File: src/rtl/muldiv_unit.sv
// rtl/muldiv_unit.sv - multi-cycle signed multiply/divide unit owning HI/LO
//
// Executes the mult, div, mfhi and mflo commands from the instruction decoder.
// Multiply is radix-2 shift-add and divide is restoring, one step per cycle on
// operand magnitudes. A final FIX cycle applies the signs and writes HI/LO.
//
// Optional feature macro: MULDIV_FAST_MULT_EN
//   defined   : mult writes {HI,LO} from a single-cycle signed multiply on the
//               start edge; busy never asserts for mult.
//   undefined : iterative multiply taking WIDTH+1 busy cycles.
//
// Ports:
//   clk       in   1      rising-edge clock
//   reset     in   1      asynchronous active-low reset
//   mult      in   1      start a signed multiply (taken only while idle)
//   div       in   1      start a signed divide (mult wins if both are set)
//   mfhi      in   1      select HI onto hilo_out
//   mflo      in   1      select LO onto hilo_out
//   srca      in   WIDTH  rs operand (multiplicand / dividend)
//   srcb      in   WIDTH  rt operand (multiplier / divisor)
//   busy      out  1      operation in flight (registered)
//   stall     out  1      freeze PC / regfile write this cycle
//   hilo_out  out  WIDTH  mfhi ? HI : LO

module muldiv_unit #(
    parameter int WIDTH = 32
) (
    input  logic             clk,
    input  logic             reset,
    input  logic             mult,
    input  logic             div,
    input  logic             mfhi,
    input  logic             mflo,
    input  logic [WIDTH-1:0] srca,
    input  logic [WIDTH-1:0] srcb,
    output logic             busy,
    output logic             stall,
    output logic [WIDTH-1:0] hilo_out
);

    localparam int CW = (WIDTH > 1) ? $clog2(WIDTH) : 1;
    localparam logic [CW-1:0] CNT_LAST = CW'(WIDTH - 1);

    typedef enum logic [1:0] {
        S_IDLE = 2'd0,
        S_MUL  = 2'd1,
        S_DIV  = 2'd2,
        S_FIX  = 2'd3
    } state_t;

    state_t state;
    state_t state_next;
    logic   busy_q;

    logic [WIDTH-1:0]   hi;
    logic [WIDTH-1:0]   lo;
    logic [CW-1:0]      cnt;
    // Magnitude of the multiplicand (MUL) or divisor (DIV).
    logic [WIDTH:0]     opnd;
    // MUL: {partial product upper, multiplier shifting out}.
    // DIV: {partial remainder, dividend shifting out / quotient shifting in}.
    logic [2*WIDTH+1:0] acc;
    logic               neg_ab;
    logic               neg_a;
    logic               op_div;

    // ------------------------------------------------------------------
    // Operand decode
    // ------------------------------------------------------------------
    logic             a_neg;
    logic             b_neg;
    logic [WIDTH:0]   mag_a;
    logic [WIDTH:0]   mag_b;
    logic             start_mul;
    logic             start_div;
    logic             div_zero;

    // Sign-extend to WIDTH+1 before negating so -2^(WIDTH-1) stays exact.
    assign a_neg     = srca[WIDTH-1];
    assign b_neg     = srcb[WIDTH-1];
    assign mag_a     = a_neg ? -{srca[WIDTH-1], srca} : {1'b0, srca};
    assign mag_b     = b_neg ? -{srcb[WIDTH-1], srcb} : {1'b0, srcb};
    assign start_mul = mult;
    assign start_div = div & ~mult;
    assign div_zero  = start_div & (srcb == '0);

`ifdef MULDIV_FAST_MULT_EN
    logic [2*WIDTH-1:0] prod_fast;
    assign prod_fast = $signed({{WIDTH{srca[WIDTH-1]}}, srca}) *
                       $signed({{WIDTH{srcb[WIDTH-1]}}, srcb});
`endif

    // ------------------------------------------------------------------
    // Iteration step
    // ------------------------------------------------------------------
    logic [WIDTH+1:0]   mul_sum;
    logic [WIDTH+1:0]   div_shift;
    logic [WIDTH+1:0]   div_trial;
    logic               div_ge;
    logic [2*WIDTH+1:0] acc_step;

    // Shift-add: add the multiplicand when the multiplier LSB is set, then
    // shift the whole accumulator right by one.
    assign mul_sum   = acc[2*WIDTH+1:WIDTH] + (acc[0] ? {1'b0, opnd} : '0);

    // Restoring divide: bring the next dividend bit into the remainder and
    // keep the trial difference only when it does not borrow.
    assign div_shift = {acc[2*WIDTH:WIDTH], acc[WIDTH-1]};
    assign div_trial = div_shift - {1'b0, opnd};
    assign div_ge    = (div_shift >= {1'b0, opnd});

    always_comb begin
        acc_step = acc;
        if (state == S_MUL) begin
            acc_step = {mul_sum, acc[WIDTH-1:0]} >> 1;
        end else if (state == S_DIV) begin
            acc_step = {(div_ge ? div_trial : div_shift), acc[WIDTH-2:0], div_ge};
        end
    end

    // ------------------------------------------------------------------
    // Sign fix-up of the final result
    // ------------------------------------------------------------------
    logic [2*WIDTH-1:0] prod_mag;
    logic [2*WIDTH-1:0] prod_signed;
    logic [WIDTH-1:0]   quo_mag;
    logic [WIDTH-1:0]   rem_mag;
    logic [WIDTH-1:0]   fix_hi;
    logic [WIDTH-1:0]   fix_lo;

    assign prod_mag    = acc[2*WIDTH-1:0];
    assign prod_signed = neg_ab ? -prod_mag : prod_mag;
    assign quo_mag     = acc[WIDTH-1:0];
    assign rem_mag     = acc[2*WIDTH-1:WIDTH];
    // -2^(W-1) / -1 yields quotient magnitude 2^(W-1), which wraps naturally.
    assign fix_lo = op_div ? (neg_ab ? -quo_mag : quo_mag) : prod_signed[WIDTH-1:0];
    assign fix_hi = op_div ? (neg_a  ? -rem_mag : rem_mag) : prod_signed[2*WIDTH-1:WIDTH];

    // ------------------------------------------------------------------
    // FSM: state register
    // ------------------------------------------------------------------
    always_ff @(posedge clk or negedge reset) begin
        if (!reset) begin
            state  <= S_IDLE;
            busy_q <= 1'b0;
        end else begin
            state  <= state_next;
            busy_q <= (state_next != S_IDLE);
        end
    end

    // ------------------------------------------------------------------
    // FSM: next-state logic
    // ------------------------------------------------------------------
    always_comb begin
        state_next = state;
        case (state)
            S_IDLE: begin
                if (start_mul) begin
`ifdef MULDIV_FAST_MULT_EN
                    state_next = S_IDLE;
`else
                    state_next = S_MUL;
`endif
                end else if (start_div && !div_zero) begin
                    state_next = S_DIV;
                end
            end
            S_MUL, S_DIV: begin
                if (cnt == '0) begin
                    state_next = S_FIX;
                end
            end
            S_FIX:   state_next = S_IDLE;
            default: state_next = S_IDLE;
        endcase
    end

    // ------------------------------------------------------------------
    // FSM: outputs
    // ------------------------------------------------------------------
    always_comb begin
        busy     = busy_q;
        stall    = busy_q & (mult | div | mfhi | mflo);
        hilo_out = mfhi ? hi : lo;
    end

    // ------------------------------------------------------------------
    // Datapath registers
    // ------------------------------------------------------------------
    always_ff @(posedge clk or negedge reset) begin
        if (!reset) begin
            hi     <= '0;
            lo     <= '0;
            cnt    <= '0;
            opnd   <= '0;
            acc    <= '0;
            neg_ab <= 1'b0;
            neg_a  <= 1'b0;
            op_div <= 1'b0;
        end else begin
            case (state)
                S_IDLE: begin
                    if (start_mul) begin
`ifdef MULDIV_FAST_MULT_EN
                        hi <= prod_fast[2*WIDTH-1:WIDTH];
                        lo <= prod_fast[WIDTH-1:0];
`else
                        acc    <= {{(WIDTH+2){1'b0}}, mag_b[WIDTH-1:0]};
                        opnd   <= mag_a;
                        cnt    <= CNT_LAST;
                        neg_ab <= a_neg ^ b_neg;
                        neg_a  <= a_neg;
                        op_div <= 1'b0;
`endif
                    end else if (start_div) begin
                        if (div_zero) begin
                            hi <= srca;
                            lo <= '1;
                        end else begin
                            acc    <= {{(WIDTH+2){1'b0}}, mag_a[WIDTH-1:0]};
                            opnd   <= mag_b;
                            cnt    <= CNT_LAST;
                            neg_ab <= a_neg ^ b_neg;
                            neg_a  <= a_neg;
                            op_div <= 1'b1;
                        end
                    end
                end
                S_MUL, S_DIV: begin
                    acc <= acc_step;
                    cnt <= cnt - CW'(1);
                end
                S_FIX: begin
                    hi <= fix_hi;
                    lo <= fix_lo;
                end
                default: ;
            endcase
        end
    end

endmodule
File: config.mk
export PLATFORM = sky130hd
export DESIGN_NAME = muldiv_unit
export DESIGN_NICKNAME = d
export VERILOG_FILES = /design/src/rtl/muldiv_unit.sv
export SDC_FILE = /design/constraint.sdc
export NUM_CORES = 1
export LEC_CHECK = 0
export CAP_MARGIN = 25
export CORE_AREA = 3 3 173 175
export DETAILED_ROUTE_END_ITERATION = 7
export DIE_AREA = 0 0 176 178
export GPL_TIMING_DRIVEN = 0
export PLACE_DENSITY = 0.76
export SYNTH_ARGS = -nofsm -noshare
export SYNTH_HDL_FRONTEND = slang
export SYNTH_SLANG_ARGS = --single-unit
File: constraint.sdc
create_clock -name clk -period 3.3 [get_ports clk]
set_clock_uncertainty 0.05 [all_clocks]
set_input_delay 0.66 -clock clk [delete_from_list [all_inputs] [get_ports clk]]
set_output_delay 0.66 -clock clk [all_outputs]
set_load 0.02 [all_outputs]
==> summary.txt, run 1 <==
Power
  – Pleak: 8.24 nW
  – Peak supply drop: 0.000739 V
  – Power per Cell Area: 1110 nW/um2
  – Power, Total: 22.4 mW

Floorplanning
  – Std cell rows: 62
  – Initial Util: 54.7%
  – I/O Pins: 104
  – Die height: 178 um
  – Die W: 176 um
  – Core region area: 28600 um2
  – Die ar.: 31300 um2

Routing
  – Routed Antenna Nets: 0
  – DR vias/cell: 6.74
  – DRT Pass-1 Iters: 6
  – DRT Wirelength: 67400 um
  – Initial detailed-routing violation count: 2210
  – Post-DR wirelength/cell: 25.7 um
  – DRC errors left: 0
  – Via count: 17652

Worst setup path
  – Critical path startpoint category: register
  – Worst flop-to-flop path startpoint: acc[4]
  – Crit path kind: reg2reg
  – Worst EP required: 3.57 ns
  – Cells along the critical path: or4_4, or4_4, or4_4, or4_4, buf_4, a2bb2oi_4, o22ai_2, xnor2_2, mux2i_1, o21ai_0
  – R2R Path End: hi[21]
  – CP Capture Type: register
  – Crit-path slowest cell: or4_4
  – Worst reg-to-reg path cell count: 10
  – CP Max Fanout: 5
  – Max incr delay on CP: 0.54 ns
  – Reg2reg setup slack: -0.42 ns
  – Cell repeated most along the worst path: or4_4
  – Worst Path Arrival: 3.99 ns

Synthesis
  – Number of flops mapped to enable cells by yosys: 0
  – Yosys top cell area share: 27.8%
  – Synth area leaders: dfrtp_1, o21ai_0, ha_1
  – Register area share after synthesis: 27.8%
  – Synth warn: 0
  – #FFs+latches synth: 174
  – Synth unique cells: 72
  – Syn Nets: 2167
  – Synth Cell Area: 15700 um2
  – Synth Area per Inst: 7.76 um2
  – Synthesized instance count: 2020
  – Ys flop type: dfrtp_1
  – Synth area leader: dfrtp_1
  – Post-synth ARST share: 100%

Timing
  – Worst-Margin Slew: 1.15 ns
  – Crit path time final: 3.72 ns
  – Max_slew headroom: 23.5%
  – Fin crit share: 113%
  – Fmax: 0.269 GHz
  – Final setup violation count: 26
  – Fin Hold WS: 0.114 ns
  – Final WS setup: -0.419 ns
  – Slew Viols, Final: 0
  – RSZ-0062 raised after global routing: yes
  – Post-route setup TNS: -6.77 ns
  – Hold Fails Final Rpt: 0

Final layout
  – Synth-to-layout area growth: 29.1%
  – Final Non-Filler Cells: 2619
  – Fin area: 20200 um2
  – Antenna fix cells: 0
  – Nets@finish: 2369
  – Final core area utilization: 70.6%
  – Share of layout cells above drive strength 1: 20.8%

Global routing
  – GRT overflow: 0
  – First-pass GRT wire length: 97900 um
  – Pin count of the biggest net entering global routing: 100
  – Antenna violations before repair: 0
  – Vias in the first global route: 16295
  – Total track usage: 41.1%

Min path
  – HP Class: in2async

Placed design
  – Inst Count DP: 2507
  – Post-Place Cell Area: 17300 um2
  – IO Port Bufs: 101
  – Setup WS pre-CTS: -1.53 ns
  – GPL Wtd Cong: 1.02
  – Hpwl dp: 49700 um

Clock network
  – Reg clk slew, reported paths: 0.09 ns
  – Root cell of the clock tree: clkbuf_16
  – Max H-tree Level: 4
  – Clock Latency Late Sink: 0.45 ns
  – # hold bufs at CTS: 0
  – CTS tree: yes
  – Clk sinks: 174
  – CTS Buf Count: 17
  – Clock Path Buffers: 2

Outcome
  – Run status: complete, but fails checks
  – Violated checks: setup timing

Run
  – Max-cap violations: 0
-- power breakdown --
group | switching, mW | total, mW | internal [mW]
Sequential | 1.20 | 4.26 | 3.06
Combinational | 9.74 | 16.0 | 6.29
Clock | 1.11 | 2.14 | 1.03
Total | 12.1 | 22.4 | 10.4
-- synthesized netlist by cell type (11+ instances only) --
master      n
nand2_1   218
nor2_1    214
o21ai_0   199
dfrtp_1   174
a21oi_1   156
clkbuf_1  103
xnor2_1    85
xor2_1     82
inv_1      76
ha_1       75
mux2_2     57
a211oi_1   46
a31oi_1    44
o31ai_1    40
mux2i_1    39
a21o_1     35
nand3_1    35
nor3_1     33
or3_1      24
o41ai_1    19
o22ai_1    18
nand4_1    17
or4_1      17
nor4_1     13
o211ai_1   13
buf_2      11
-- per-layer routing --
metal	global-route usage, %	vias to the layer above	part of all wire, %
li1	-	7724	-
met3	7.60	229	11
met5	0	-	0
met1	57.1	8505	40
met4	18.1	0	5.2
met2	62.8	1194	43
-- how the worst max path moves through the flow --
| stage | from | to | slack (ns) |
|---|---|---|---|
| final | acc[4] | hi[21] | -0.42 |
| after global routing | acc[20] | hi[17] | -0.46 |
| after CTS | acc[4] | hi[9] | -0.39 |
| after detailed placement | srcb[10] | lo[18] | -1.53 |
| after global placement | reset | acc[43] | -5.85 |
| after floorplan | acc[2] | hi[17] | -0.23 |
-- flip-flops by register name (all words and copies together) (netlist names) --
name / cells
hi: 32
acc: 66
busy: 1
state: 2
op_div: 1
lo: 32
cnt: 5
opnd: 33
neg_a: 1
neg_ab: 1
-- layout by cell type, fill, tap and decap left out, types with 15 or more instances in the layout --
cell type / instances
mux2i_1: 36
a211oi_1: 37
buf_4: 72
clkbuf_1: 69
dfrtp_1: 156
a21oi_1: 137
o21ai_1: 41
or4_4: 15
clkbuf_2: 15
nand3_1: 30
buf_6: 22
ha_1: 68
xor2_1: 70
or3_1: 21
inv_1: 75
mux2_2: 57
nand2_1: 212
o21ai_0: 141
nor2_1: 199
nor3_1: 29
nand4_1: 17
xnor2_1: 68
xnor2_2: 17
a21o_1: 33
dfrtp_2: 18
o21ai_2: 18
clkbuf_16: 19
o31ai_1: 31
a21oi_2: 18
a31oi_1: 39
clkdlybuf4s50_1: 90
-- cell families (layout without fill, tap and decap cells) --
kind of cell,after synthesis,after routing,synth area share (%)
AO/OA/AOI/OAI,669,669,26.6
multiplexers,96,96,6.59
adder cells (fa/ha/maj),77,77,6.24
XOR/XNOR,167,167,9.33
flip-flops,174,174,27.8
buffers and inverters,204,417,5.12
AND/OR/NAND/NOR,633,635,18.3
-- critical path, delay by kind of cell, from the launching register on --
| kind | cells | cell delay [ns] |
|---|---|---|
| simple gates | 4 | 2.06 |
| compound gates | 3 | 0.47 |
| flops | 1 | 0.45 |
| mux | 1 | 0.22 |
| buf+inv | 1 | 0.18 |
| xor+xnor | 1 | 0.15 |
-- area by class of cell --
class                      instances  area [um2]
clock buffer                      17         425
fill                            2304        8400
timing repair buffer             192        1830
timing repair inverter             1        5.00
tap                              384         480
clock inverter                    15         185
inverter                          79         302
sequential                       174        4380
buffer                           113         627
multi-input combinational       1644       12000
-- timing repair --
| item | in CTS | in global routing |
|---|---|---|
| setup buffers | 52 | 35 |
| gates resized for setup | 225 | 186 |
| cloned | 3 | 3 |
| pin swaps | 65 | 75 |
| setup endpoints to repair | 172 | 173 |
No activity file was read; power rests on OpenSTA's default activity.
==> run 2: changes to the inputs <==
TNS_END_PERCENT = 30   (was unset)
==> run 2 against run 1 <==
Effect of this change: the flow still finishes with violations (setup timing); die area did not move; sequential share of layout area rose by 0.31 points; sequential power barely moved; combinational power barely moved; setup slack improved by 0.10 ns; cell area fell by 1.4%; worst hold slack got worse by 0.051 ns; core utilization fell by 1.0 points; flip-flop and latch count did not move; first-iteration DRC count rose by 9.1%.
==> summary.txt, run 2 (same netlist as run 1, synthesis figures left out) <==
Final layout
  – Largest register FFs: 66 (unchanged)
  – Commonest non-fill, non-tap cell in the layout: nand2_1
  – Synth-to-layout area growth: 27.2%
  – Commonest non-fill, non-tap cells in the layout: nand2_1, nor2_1, o21ai_0, dfrtp_1, a21oi_1
  – Share of layout cells above drive strength 1: 18.7% (-2.1 points)
  – Final core area utilization: 69.6% (-1.0 points)
  – Nets@finish: 2366 (-0.13%)
  – Final Non-Filler Cells: 2616 (-0.11%)
  – Most flops, register: acc
  – Top Registers: acc: 66 flops, opnd: 33 flops
  – Filler cells: 2298 (-0.26%)
  – Antenna fix cells: 0 (unchanged)

Global routing
  – Met2 GRT Util: 60.8% (-2.0 points)
  – Vias in the first global route: 16145 (-0.92%)
  – First-pass GRT wire length: 96300 um (-1.6%)
  – GRT overflow: 0 (unchanged)
  – Pin count of the biggest net entering global routing: 117 (+17%)
  – Met3 Track Usage GR: 8.00% (+0.40 points)
  – M1 GR Usage: 56.0% (-1.1 points)
  – GRT busiest layer: met2
  – Antenna violations before repair: 0 (unchanged)
  – Total track usage: 40.5% (-0.58 points)

Power
  – Power, Total: 22.2 mW (-0.91%)
  – Gate power share: 71.4% (about the same)
  – Net Sw Power: 11.9 mW (-1.5%)
  – P_int: 10.4 mW (-0.24%)
  – Pleak: 8.15 nW (-1.1%)
  – Peak supply drop: 0.000709 V (-4.2%)
  – Switching Share: 53.4% (-0.31 points)
  – Reg power frac: 19.1% (about the same)
  – Clock power frac: 9.5% (about the same)
  – Power per Cell Area: 1120 nW/um2 (+0.54%)

Placed design
  – Inst Count DP: 2507 (unchanged)
  – IO Port Bufs: 101 (unchanged)
  – Hpwl dp: 50000 um (+0.60%)
  – GPL Wtd Cong: 0.971 (-4.8%)
  – Setup WS pre-CTS: -1.61 ns (-0.0742 ns)

Worst setup path
  – Worst EP required: 3.56 ns (about the same)
  – Critical path startpoint category: register
  – CP Capture Type: register
  – CP Max Fanout: 5 (unchanged)
  – Worst Path Arrival: 3.88 ns (-0.11 ns)
  – Worst reg-to-reg path cell count: 8 (-2)
  – Crit path kind: reg2reg

Timing
  – Fin crit share: 110% (-3.1 points)
  – Post-route setup TNS: -3.60 ns (+3.18 ns)
  – Crit path time final: 3.62 ns (-0.104 ns)
  – Final setup violation count: 21 (-19%)
  – RSZ-0062 raised after global routing: yes
  – Worst-Margin Slew: 0.968 ns (-0.179 ns)
  – Hold Fails Final Rpt: 0 (unchanged)
  – Slew Viols, Final: 0 (unchanged)
  – Max_slew headroom: 35.4% (+12 points)
  – Fmax: 0.277 GHz (+2.9%)
  – Final WS setup: -0.316 ns (+0.104 ns)

Floorplanning
  – Die height: 178 um (unchanged)
  – Die W: 176 um (unchanged)
  – Core region area: 28600 um2 (unchanged)
  – Die ar.: 31300 um2 (unchanged)
  – I/O Pins: 104 (unchanged)
  – Std cell rows: 62 (unchanged)
  – Initial Util: 54.7% (unchanged)

Outcome
  – Run status: complete, but fails checks
  – Violated checks: setup timing

Clock network
  – Clock Path Buffers: 2 (unchanged)
  – Max H-tree Level: 4 (unchanged)
  – Reg clk slew, reported paths: 0.08 ns (about the same)
  – CTS Buf Count: 17 (unchanged)
  – Clk sinks: 174 (unchanged)
  – # hold bufs at CTS: 0 (unchanged)
  – Root cell of the clock tree: clkbuf_16
  – Clock Latency Late Sink: 0.46 ns (about the same)
  – CTS tree: yes

Routing
  – Routed Antenna Nets: 0 (unchanged)
  – DR vias/cell: 6.73 (-0.16%)
  – Via count: 17604 (-0.27%)
  – DRC errors left: 0 (unchanged)
  – Post-DR wirelength/cell: 25.8 um (+0.25%)
  – Initial detailed-routing violation count: 2411 (+9.1%)
  – DRT Pass-1 Iters: 8 (+2)
  – DRT Wirelength: 67500 um (+0.14%)

Min path
  – HP Class: in2async

Run
  – Max-cap violations: 0 (unchanged)
[run 2: cell type report]
class                      instances  area [um2]  share of cell area, %
inverter                          79         302                   1.51
clock inverter                    15         166                  0.835
tap                              384         480                   2.41
timing repair inverter             1        5.00                 0.0251
timing repair buffer             189        1850                   9.26
multi-input combinational       1645       11700                   58.6
buffer                           112         648                   3.25
sequential                       174        4380                   22.0
clock buffer                      17         425                   2.13
[run 2: layer usage]
layer	up-vias	routed length (um)	share of wire [%]
met1	8379	26500	39
met5	-	0	0
met4	0	4230	6.3
met3	259	8040	12
met2	1230	28700	42
li1	7736	-	-
[run 2: final timing paths]
| path | from | slack, ns | endpoint |
|---|---|---|---|
| worst max-delay path | acc[10] | -0.32 | hi[15] |
| worst min-delay path | reset | 0.06 | hi[11] |
| worst max register to register | acc[10] | -0.32 | hi[15] |
| worst min register to register | hi[21] | 0.43 | hi[21] |
| max in group asynchronous | reset | 2.07 | acc[40] |
| min in group clk | hi[21] | 0.43 | hi[21] |
[run 2: power by group through the flow]
stage / combinational, mW / clock [mW] / sequential [mW]
global placement: 12.9 / 0 / 4.10
CTS: 13.7 / 2.09 / 4.13
detailed placement: 13.1 / 0 / 4.14
finish: 15.9 / 2.11 / 4.24
floorplan: 9.18 / 0 / 3.68
global route: 16.9 / 2.17 / 4.29
[run 2: timing repair]
item / 4_1_cts / 5_1_grt
cloned: 0 / 9
endpoints found under the setup margin: 172 / 179
pin swaps: 27 / 64
gates resized for setup: 169 / 182
setup buffers: 17 / 64
[run 2: worst max-delay path, stage by stage, from the launching register on]
cell and delay [ns]:
dfrtp_2 0.44, or4_4 0.57, or3_4 0.38, or4_4 0.58
or4_4 0.59, o31ai_2 0.28, xnor2_1 0.18, mux2i_1 0.29
o21ai_1 0.12
[run 2: stage by stage]
stage | hold WS (ns) | area, um2
floorplan | 0.314 | 15800
global placement | 0.408 | 17300
detailed placement | 0.415 | 17300
CTS | 0.0940 | 18600
global route | 0.101 | 19900
finish | 0.0629 | 19900
==> run 3: changes to the inputs <==
CORE_AREA = 4 4 174 176   (was 3 3 173 175)
DIE_AREA = 0 0 178 180   (was 0 0 176 178)
==> run 3 against run 2 <==
Effect of this change: the run still ends with setup timing left; critical endpoint is now hi[9]; non-clock buffer count decreased by 13; clock-buffer cell count is the same; setup slack got worse by 0.11 ns; core utilization shrank 1.5 points; flip-flop and latch count did not move; largest power group unchanged; sequential share of layout area up 0.47 points; critical path type unchanged; sequential power decreased by 0.9%.
==> summary.txt, run 3 (same netlist as run 1, synthesis figures left out) <==
Timing
  – Max_slew headroom: 39.8% (+4.4 points)
  – Fmax: 0.269 GHz (-2.9%)
  – Hold Fails Final Rpt: 0 (unchanged)
  – Fin Hold WS: 0.108 ns (+0.0446 ns)
  – Final WS setup: -0.423 ns (-0.107 ns)
  – Fin crit share: 113% (+3.2 points)
  – RSZ-0062 raised after global routing: yes
  – Final setup violation count: 38 (+81%)
  – Slew Viols, Final: 0 (unchanged)
  – Worst-Margin Slew: 0.902 ns (-0.0658 ns)
  – Crit path time final: 3.72 ns (+0.107 ns)

Clock network
  – Clk sinks: 174 (unchanged)
  – Clock Path Buffers: 2 (unchanged)
  – Max H-tree Level: 4 (unchanged)
  – Clock Latency Late Sink: 0.47 ns (about the same)
  – Reg clk slew, reported paths: 0.08 ns (about the same)
  – CTS tree: yes
  – CTS Buf Count: 17 (unchanged)
  – Root cell of the clock tree: clkbuf_16

Run
  – Max-cap violations: 0 (unchanged)

Final layout
  – Synth-to-layout area growth: 24.5%
  – Filler cells: 2366 (+3.0%)
  – Most flops, register: acc
  – Share of layout cells above drive strength 1: 17.2% (-1.5 points)
  – Commonest non-fill, non-tap cell in the layout: nand2_1
  – Commonest non-fill, non-tap cells in the layout: nand2_1, nor2_1, o21ai_0
  – Fin area: 19500 um2 (-2.1%)
  – Register Area: 4380 um2 (unchanged)
  – Nets@finish: 2351 (-0.63%)
  – Largest register FFs: 66 (unchanged)
  – Top Registers: acc: 66 flops, opnd: 33 flops
  – Antenna fix cells: 0 (unchanged)
  – Area of the multi-input gates: 11500 um2 (-1.5%)

Routing
  – Post-DR wirelength/cell: 25.4 um (-1.4%)
  – DR vias/cell: 6.71 (-0.30%)
  – DRC errors left: 0 (unchanged)
  – DRT Wirelength: 66200 um (-1.9%)
  – DRT Pass-1 Iters: 7 (-1)
  – Routed Antenna Nets: 0 (unchanged)
  – Via count: 17450 (-0.87%)
  – Initial detailed-routing violation count: 2153 (-11%)

Power
  – Gate power share: 70.8% (-0.6 points)
  – Net Sw Power: 11.6 mW (-2.4%)
  – Switching Share: 53.5% (+0.12 points)
  – P_int: 10.1 mW (-2.9%)
  – Clock power frac: 9.8% (+0.3 points)
  – Peak supply drop: 0.000836 V (+18%)
  – Pleak: 8.00 nW (-1.8%)
  – Power per Cell Area: 1110 nW/um2 (-0.50%)
  – Reg power frac: 19.4% (+0.3 points)

Global routing
  – Vias in the first global route: 16223 (+0.48%)
  – First-pass GRT wire length: 96800 um (+0.54%)
  – Pin count of the biggest net entering global routing: 94 (-20%)
  – Total track usage: 39.5% (-1.0 points)
  – Antenna violations before repair: 0 (unchanged)
  – GRT overflow: 0 (unchanged)

Floorplanning
  – Die ar.: 32000 um2 (+2.3%)
  – I/O Pins: 104 (unchanged)
  – Die W: 178 um (+1.1%)
  – Std cell rows: 62 (unchanged)
  – Core region area: 28600 um2 (unchanged)
  – Initial Util: 54.7% (unchanged)
  – Die height: 180 um (+1.1%)

Worst setup path
  – Worst Path Arrival: 4.02 ns (+0.14 ns)
  – Worst path buffer plus inverter count: 1 (+1)
  – Crit-path slowest cell: or4_4
  – Top delay family on crit path: simple AND/OR/NAND/NOR gates
  – Max incr delay on CP: 0.55 ns (-0.04 ns)
  – Critical path startpoint category: register
  – Cell repeated most along the worst path: or4_4
  – CP Capture Type: register
  – Worst EP required: 3.59 ns (+0.03 ns)
  – Crit path kind: reg2reg
  – Cells along the critical path: buf_6, or4_4, or4_4, or4_4, or4_4, o31a_1, o21ai_2, xnor2_2, mux2i_1, o21ai_1
  – CP Max Fanout: 5 (unchanged)

Placed design
  – Post-Place Cell Area: 17300 um2 (unchanged)
  – GPL Wtd Cong: 1.03 (+6.3%)
  – Hpwl dp: 49800 um (-0.34%)
  – IO Port Bufs: 101 (unchanged)
  – Setup WS pre-CTS: -1.66 ns (-0.0498 ns)

Outcome
  – Violated checks: setup timing
  – Run status: complete, but fails checks

Min path
  – HP Class: in2async
## run 3: repair_timing
action                     CTS  global route
buffers inserted            24            48
hold endpoints to repair     0             0
setup endpoints to repair  172           178
pin swaps                   27            49
gates cloned                 0             5
hold buffers                 0             0
gates resized for setup    157           142
## run 3: routing by layer
metal / part of all wire (%) / GRT usage [%]
met1: 41 / 55.2
met2: 43 / 59.0
met3: 11 / 8.28
met4: 5.5 / 17.5
met5: 0 / 0
## run 3: final timing paths
path / startpoint / end / slack (ns) / cells past startpoint
max in group asynchronous: reset / acc[36] / 2.12 / 2
min in group clk: hi[27] / hi[27] / 0.44 / 1
min reg2reg: hi[27] / hi[27] / 0.44 / 1
max reg2reg: acc[2] / hi[9] / -0.42 / 10
max: acc[2] / hi[9] / -0.42 / 10
min: reset / hi[11] / 0.11 / 1
## run 3: layout make-up
class | count | area share (%)
Tap cell | 384 | 2.46
Timing Repair Buffer | 178 | 8.60
Sequential cell | 174 | 22.4
Inverter | 79 | 1.55
Clock inverter | 15 | 0.859
Buffer | 110 | 2.95
Clock buffer | 17 | 2.18
Multi-Input combinational cell | 1644 | 59.0
## run 3: metrics by stage
step / std cells / TNS (ns) / utilization, % / power (mW)
2_1_floorplan: 2020 / -3.84 / - / 12.9
3_3_place_gp: 2505 / -1219.19 / 60.3 / 17.0
3_5_place_dp: 2507 / -208.91 / 60.5 / 17.2
4_1_cts: 2556 / -6.66 / 64.9 / 20.1
5_1_grt: 2601 / -9.24 / 68.2 / 22.8
6_report: 2601 / -5.00 / 68.2 / 21.7
## run 3: power by group through the flow
stage	clock network [mW]	logic, mW	registers [mW]
after floorplan	0	9.18	3.68
after global placement	0	12.9	4.10
after detailed placement	0	13.1	4.13
after CTS	2.10	13.8	4.10
after global routing	2.20	16.4	4.27
final	2.11	15.3	4.20
